==> src/rtl/adder_approx_pkg.sv <==
// Shared types for the approximate accumulator and the array-level config decoder.
package adder_approx_pkg;

  // Arithmetic mode selected per batch; AM_RSVD behaves exactly like AM_EXACT.
  typedef enum logic [1:0] {
    AM_EXACT = 2'd0,
    AM_TRUNC = 2'd1,
    AM_LOA   = 2'd2,
    AM_RSVD  = 2'd3
  } approx_mode_e;

  // Batch controller states.
  typedef enum logic [1:0] {
    ST_IDLE  = 2'd0,
    ST_ACCUM = 2'd1,
    ST_HOLD  = 2'd2
  } acc_state_e;

  // True for modes in which the approximation level actually changes the result.
  function automatic logic mode_uses_level(approx_mode_e mode);
    return (mode == AM_TRUNC) || (mode == AM_LOA);
  endfunction

endpackage

==> src/rtl/approx_add_unit.sv <==
// Combinational per-channel adder: exact, low-part truncation, or lower-part OR (LOA).
// With ADDER_ACC_SAT_EN defined the high-part sum saturates and an overflow flag is produced.
module approx_add_unit
  import adder_approx_pkg::*;
#(
  parameter int OC_W  = 24,
  parameter int LVL_W = 4
) (
  input  logic [OC_W-1:0]  a,
  input  logic [OC_W-1:0]  b,
  input  approx_mode_e     mode,
  input  logic [LVL_W-1:0] lvl,
  output logic [OC_W-1:0]  sum
`ifdef ADDER_ACC_SAT_EN
  ,
  output logic             ovf
`endif
);

  logic [LVL_W-1:0] eff_lvl;
  logic [OC_W-1:0]  low_mask;
  logic [OC_W-1:0]  top_low_bit;
  logic [OC_W-1:0]  a_hi;
  logic [OC_W-1:0]  b_hi;
  logic [OC_W-1:0]  carry_in;
  logic [OC_W-1:0]  low_part;

  // Split both operands at the approximation level; the high parts always add exactly,
  // while the low part is dropped (truncate) or OR-ed with a carry guess into the high part (LOA).
  always_comb begin
    eff_lvl     = mode_uses_level(mode) ? lvl : '0;
    low_mask    = (OC_W'(1) << eff_lvl) - OC_W'(1);
    top_low_bit = low_mask ^ (low_mask >> 1);
    a_hi        = a & ~low_mask;
    b_hi        = b & ~low_mask;
    low_part    = '0;
    carry_in    = '0;
    if (mode == AM_LOA) begin
      low_part = (a | b) & low_mask;
      carry_in = (a & b & top_low_bit) << 1;
    end
  end

`ifdef ADDER_ACC_SAT_EN
  logic [OC_W:0] hi_sum;

  // One extra bit catches signed overflow of the high-part sum and clamps to the rails.
  always_comb begin
    hi_sum = {a_hi[OC_W-1], a_hi} + {b_hi[OC_W-1], b_hi} + {1'b0, carry_in};
    ovf    = hi_sum[OC_W] ^ hi_sum[OC_W-1];
    if (ovf) begin
      sum = hi_sum[OC_W] ? {1'b1, {(OC_W-1){1'b0}}} : {1'b0, {(OC_W-1){1'b1}}};
    end else begin
      sum = hi_sum[OC_W-1:0] | low_part;
    end
  end
`else
  logic [OC_W-1:0] hi_sum;

  // Plain two's-complement wrap; the high sum has zero low bits so OR merges the low part.
  always_comb begin
    hi_sum = a_hi + b_hi + carry_in;
    sum    = hi_sum | low_part;
  end
`endif

endmodule

==> src/rtl/adder_approx_accum.sv <==
// Multi-channel approximate accumulator with valid/ready on both sides.
// Optional feature macro: ADDER_ACC_SAT_EN (saturating sums and sticky per-channel o_sat).
module adder_approx_accum
  import adder_approx_pkg::*;
#(
  parameter int N_CH       = 4,
  parameter int IP_W       = 16,
  parameter int OC_W       = 24,
  parameter int MAX_APPROX = 8,
  parameter int CNT_W      = 8
) (
  input  logic                              i_clk,
  input  logic                              i_rstn,
  input  logic                              i_valid,
  output logic                              o_ready,
  input  logic [N_CH*IP_W-1:0]              i_p,
  input  logic [CNT_W-1:0]                  i_len,
  input  logic [1:0]                        i_mode,
  input  logic [$clog2(MAX_APPROX+1)-1:0]   i_approx_lvl,
  output logic                              o_valid,
  input  logic                              i_ready,
  output logic [N_CH*OC_W-1:0]              o_c,
  output logic [N_CH-1:0]                   o_sat
);

  localparam int               LVL_W   = $clog2(MAX_APPROX + 1);
  localparam logic [LVL_W-1:0] MAX_LVL = LVL_W'(MAX_APPROX);

  acc_state_e       state;
  acc_state_e       next_state;
  logic [CNT_W-1:0] cnt;
  logic [CNT_W-1:0] len_reg;
  approx_mode_e     mode_reg;
  logic [LVL_W-1:0] lvl_reg;
  logic             first_beat;
  logic             beat_ok;
  approx_mode_e     cur_mode;
  logic [LVL_W-1:0] cur_lvl;
  logic [LVL_W-1:0] in_lvl_clamped;

  assign beat_ok        = i_valid & o_ready;
  assign in_lvl_clamped = (i_approx_lvl > MAX_LVL) ? MAX_LVL : i_approx_lvl;
  assign cur_mode       = first_beat ? approx_mode_e'(i_mode) : mode_reg;
  assign cur_lvl        = first_beat ? in_lvl_clamped : lvl_reg;

  // Batch controller state register; reset abandons any batch in flight.
  always_ff @(posedge i_clk or negedge i_rstn) begin
    if (!i_rstn) begin
      state <= ST_IDLE;
    end else begin
      state <= next_state;
    end
  end

  // Next-state and handshake decode; a length of 0 or 1 finishes on the first beat.
  always_comb begin
    next_state = state;
    o_ready    = 1'b0;
    o_valid    = 1'b0;
    first_beat = 1'b0;
    case (state)
      ST_IDLE: begin
        o_ready = 1'b1;
        if (i_valid) begin
          first_beat = 1'b1;
          next_state = (i_len <= CNT_W'(1)) ? ST_HOLD : ST_ACCUM;
        end
      end
      ST_ACCUM: begin
        o_ready = 1'b1;
        if (i_valid && (cnt + CNT_W'(1) == len_reg)) begin
          next_state = ST_HOLD;
        end
      end
      ST_HOLD: begin
        o_valid = 1'b1;
        if (i_ready) begin
          next_state = ST_IDLE;
        end
      end
      default: begin
        next_state = ST_IDLE;
      end
    endcase
  end

  // Configuration is captured only with the first beat so mid-batch changes are ignored.
  always_ff @(posedge i_clk or negedge i_rstn) begin
    if (!i_rstn) begin
      len_reg  <= '0;
      mode_reg <= AM_EXACT;
      lvl_reg  <= '0;
    end else if (beat_ok && first_beat) begin
      len_reg  <= i_len;
      mode_reg <= approx_mode_e'(i_mode);
      lvl_reg  <= in_lvl_clamped;
    end
  end

  // Beat counter: restarts at 1 on the first beat, advances on every accepted beat.
  always_ff @(posedge i_clk or negedge i_rstn) begin
    if (!i_rstn) begin
      cnt <= '0;
    end else if (beat_ok) begin
      cnt <= first_beat ? CNT_W'(1) : cnt + CNT_W'(1);
    end
  end

  for (genvar k = 0; k < N_CH; k++) begin : g_ch
    logic [OC_W-1:0] a_in;
    logic [OC_W-1:0] b_in;
    logic [OC_W-1:0] sum;
    logic [OC_W-1:0] acc_q;

    assign a_in = first_beat ? '0 : acc_q;
    assign b_in = OC_W'($signed(i_p[k*IP_W +: IP_W]));

`ifdef ADDER_ACC_SAT_EN
    logic ovf;
    logic sat_q;

    approx_add_unit #(
      .OC_W  (OC_W),
      .LVL_W (LVL_W)
    ) u_add (
      .a    (a_in),
      .b    (b_in),
      .mode (cur_mode),
      .lvl  (cur_lvl),
      .sum  (sum),
      .ovf  (ovf)
    );

    // Sticky saturation flag, restarted by the first beat of each batch.
    always_ff @(posedge i_clk or negedge i_rstn) begin
      if (!i_rstn) begin
        sat_q <= 1'b0;
      end else if (beat_ok) begin
        sat_q <= first_beat ? ovf : (sat_q | ovf);
      end
    end

    assign o_sat[k] = sat_q;
`else
    approx_add_unit #(
      .OC_W  (OC_W),
      .LVL_W (LVL_W)
    ) u_add (
      .a    (a_in),
      .b    (b_in),
      .mode (cur_mode),
      .lvl  (cur_lvl),
      .sum  (sum)
    );

    assign o_sat[k] = 1'b0;
`endif

    // Accumulator register; it only moves on accepted beats so o_c is stable while held.
    always_ff @(posedge i_clk or negedge i_rstn) begin
      if (!i_rstn) begin
        acc_q <= '0;
      end else if (beat_ok) begin
        acc_q <= sum;
      end
    end

    assign o_c[k*OC_W +: OC_W] = acc_q;
  end

endmodule

==> config.mk <==
export PLATFORM = sky130hd
export DESIGN_NAME = adder_approx_accum
export DESIGN_NICKNAME = d
export VERILOG_FILES = /design/src/rtl/adder_approx_pkg.sv /design/src/rtl/approx_add_unit.sv /design/src/rtl/adder_approx_accum.sv
export SDC_FILE = /design/constraint.sdc
export NUM_CORES = 1
export LEC_CHECK = 0
export ABC_AREA = 1
export BUFFER_PORTS_ARGS = -buffer_cell sky130_fd_sc_hd__buf_2
export CAP_MARGIN = 20
export CORE_MARGIN = 4
export CORE_UTILIZATION = 35
export CTS_CLUSTER_SIZE = 8
export DETAILED_ROUTE_END_ITERATION = 6
export SYNTH_ARGS = -nofsm -noshare
export SYNTH_HDL_FRONTEND = slang
export SYNTH_HIERARCHICAL = 1
export SYNTH_SLANG_ARGS = --single-unit
==> constraint.sdc <==
create_clock -name i_clk -period 7.6 [get_ports i_clk]
set_input_delay 1.14 -clock i_clk [delete_from_list [all_inputs] [get_ports i_clk]]
set_output_delay 1.14 -clock i_clk [all_outputs]
set_load 0.1 [all_outputs]
==> impl_metrics.toml <==
[routing]
ant_nets = 0
finalWirelength_mm = 60.93
vias_per_cell = 4.815
drc = 0
via_count = 20030
drt-initial-drc-count = 1331
wl_per_cell_um = 14.65
first_pass_iters = 6

[final_layout]
fill_cells = 5991
multiInputGateArea_um2 = 12970
regArea_um2 = 3003
n_antenna_cell = 0
utilization_pct = 39.59
syn2layout_area_growth_pct = 11.92
fin_nets = 3726
largest_register_ffs = 96
drive_above_1_share_pct = 9.729

[clocking]
clk_latency_ns = 0.49
clkSinkCount = 120
cts_hold_buf = 0
cts_root_buf = "clkbuf_16"
h-tree-depth = 4
cts_buffers = 17
cts_tree = "built"
cts_resized = 0
post_cts_buffers = 0
clockBufferDepth = 2
clk_pin_slew_worst_paths_ns = 0.07

[sta]
maxSlewHeadroom_pct = 41.34
hold-worst-slack_ns = 0.4695
finalMaxSlewViolations = 0
setup_viol = 0
finalHoldViolCount = 0
max_freq_ghz = 0.1608
min_period_ns = 6.217
fin_crit_sh_pct = 81.81
skew_ns = 0.009781
rsz0062_at_grt = "no"
tightest_slew_ns = 0.8799
fin_tns_setup_ns = 0

[synthesis]
muxShareOfSynthArea_pct = 0
yosys.area.top_type = "nand2_1"
ys_top_cells_by_count = "1018 x nand2_1, 723 x inv_1, 334 x nor2_1, 237 x nand3_1, 176 x o21ai_0"
synth_top_family_by_area = "simple AND/OR/NAND/NOR gates"
synth_compound_area_share_pct = 9.873
synth_edf_count = 0
synth-xor-area-share_pct = 2.027
synth-simple-area-share_pct = 39.53
synth_adder_area_share_pct = 16.28
synth_area_leaders = "nand2_1 20%, dfrtp_1 16%, inv_1 14%, fa_1 9.7%, ha_1 6.6%"
ys_ff_latch = 120
async_flop_share_pct = 100.0
avgSynthCellArea_um2 = 5.804
yosysMostFrequentCell = "nand2_1"
netlist_instances = 3286
synth.distinct_cells = 47
syn_area_um2 = 19070
synth_top_cell_area_share_pct = 20.03
ys.flop_type = "dfrtp_1"
ys_seq_area_share_pct = 15.74
yosys_warnings = 6

[global_route]
grt_pass1_vias = 19060
grt_max_degree = 111
gr-total-overflow = 0
grt_antenna_before_repair = 5
grt_pass1_wl_mm = 98.77
grtUsageTotal_pct = 21.24

[flow_run]
cap_violations = 0

[floorplan]
rows = 85
core_area_um2 = 53920
initial_core_util_pct = 35.37
boundaryPins = 184
die_w_um = 241.4
die_h_um = 241.4
die_area_um2 = 58290

[worst_hold_path]
min_from = "mode_reg[0]$_DFFE_PN0P_"
holdCritPathClass = "reg -> reg"

[critical_path]
crit_slowest_cell = "a22o_1"
cp_max_fo = 19
cp.required_ns = 7.94
arrival_ns = 6.55
r2r-start = "state[1]$_DFFE_PN0P_"
cp-startpoint = "i_valid"
crit_path_max_incr_delay_ns = 0.49
setup.worst_path.class = "in -> reg"
start_kind = "input pin"
path_common_cell = "nand2_1"
end_kind = "flip-flop"

[placed_design]
dpl.hpwl_mm = 49.15
gp_routability_congestion = 0.9325
portBuffers = 179

[status]
status = "finished clean"
-- cell families after synthesis --
kind of cell / count (synthesis)
AO/OA/AOI/OAI: 339
adder cells (fa/ha/maj): 193
XOR/XNOR: 39
other: 5
buffers and inverters: 813
flip-flops: 120
AND/OR/NAND/NOR: 1777
-- placed cells by master (no fill, tap or decap), drive strengths merged, types with 8 or more instances in the layout --
cell type and count:
a21oi 77, buf 200, clkbuf 19, clkinv 8, conb 12, dfrtp 120, fa 92, ha 101
inv 751, nand2 1034, nand3 243, nand3b 9, nand4 72, nor2 362, nor3 32, o211ai 25
o21ai 195, o21bai 21, or2 13, xnor2 25, xor2 14
-- layout make-up --
type,instances,area share (%)
repair buffers,200,5.058
clock inverters,13,0.6916
clock buffers,19,2.122
well taps,696,4.079
multi-input cells,2360,60.76
inverters,752,13.22
flip-flops and latches,120,14.07
-- critical path, delay by kind of cell --
| kind | cells | cell delay [ns] |
|---|---|---|
| compound gates | 3 | 0.90 |
| fa+ha+maj | 3 | 1.13 |
| buf+inv | 7 | 0.82 |
| simple gates | 21 | 2.53 |
-- metal layers --
layer	part of all wire, %	vias up	wire (um)	global-route usage [%]
met5	0.097	-	59	0
met4	1.5	10	904	5.130
met3	4.7	52	2870	3.632
met2	46	421	27990	35.18
met1	48	9166	29100	29.05
li1	-	10380	-	-
-- per-stage QoR --
stage	setup WS (ns)	cell area (um^2)	cells
after floorplan	1.565	19100	3293
after global routing	0.7822	21350	4160
final	1.383	21350	4160
after global placement	0.8839	20720	4127
after detailed placement	0.8668	20720	4127
after CTS	1.387	21320	4159
-- path summary, 6_finish.rpt --
path	end	slack, ns	cells after the start
max in group asynchronous	state[1]$_DFFE_PN0P_	5.66	2
worst min register to register	mode_reg[0]$_DFFE_PN0P_	0.47	2
min in group asynchronous	g_ch[3].acc_q[8]$_DFFE_PN0P_	0.67	1
worst max-delay path	g_ch[0].acc_q[20]$_DFFE_PN0P_	1.38	34
worst max register to register	g_ch[0].acc_q[20]$_DFFE_PN0P_	1.75	32
worst min-delay path	mode_reg[0]$_DFFE_PN0P_	0.47	2
Power is left out: the tool's default activity adds up to more than one toggle a clock period on the data nets, which glitch-free logic cannot reach.
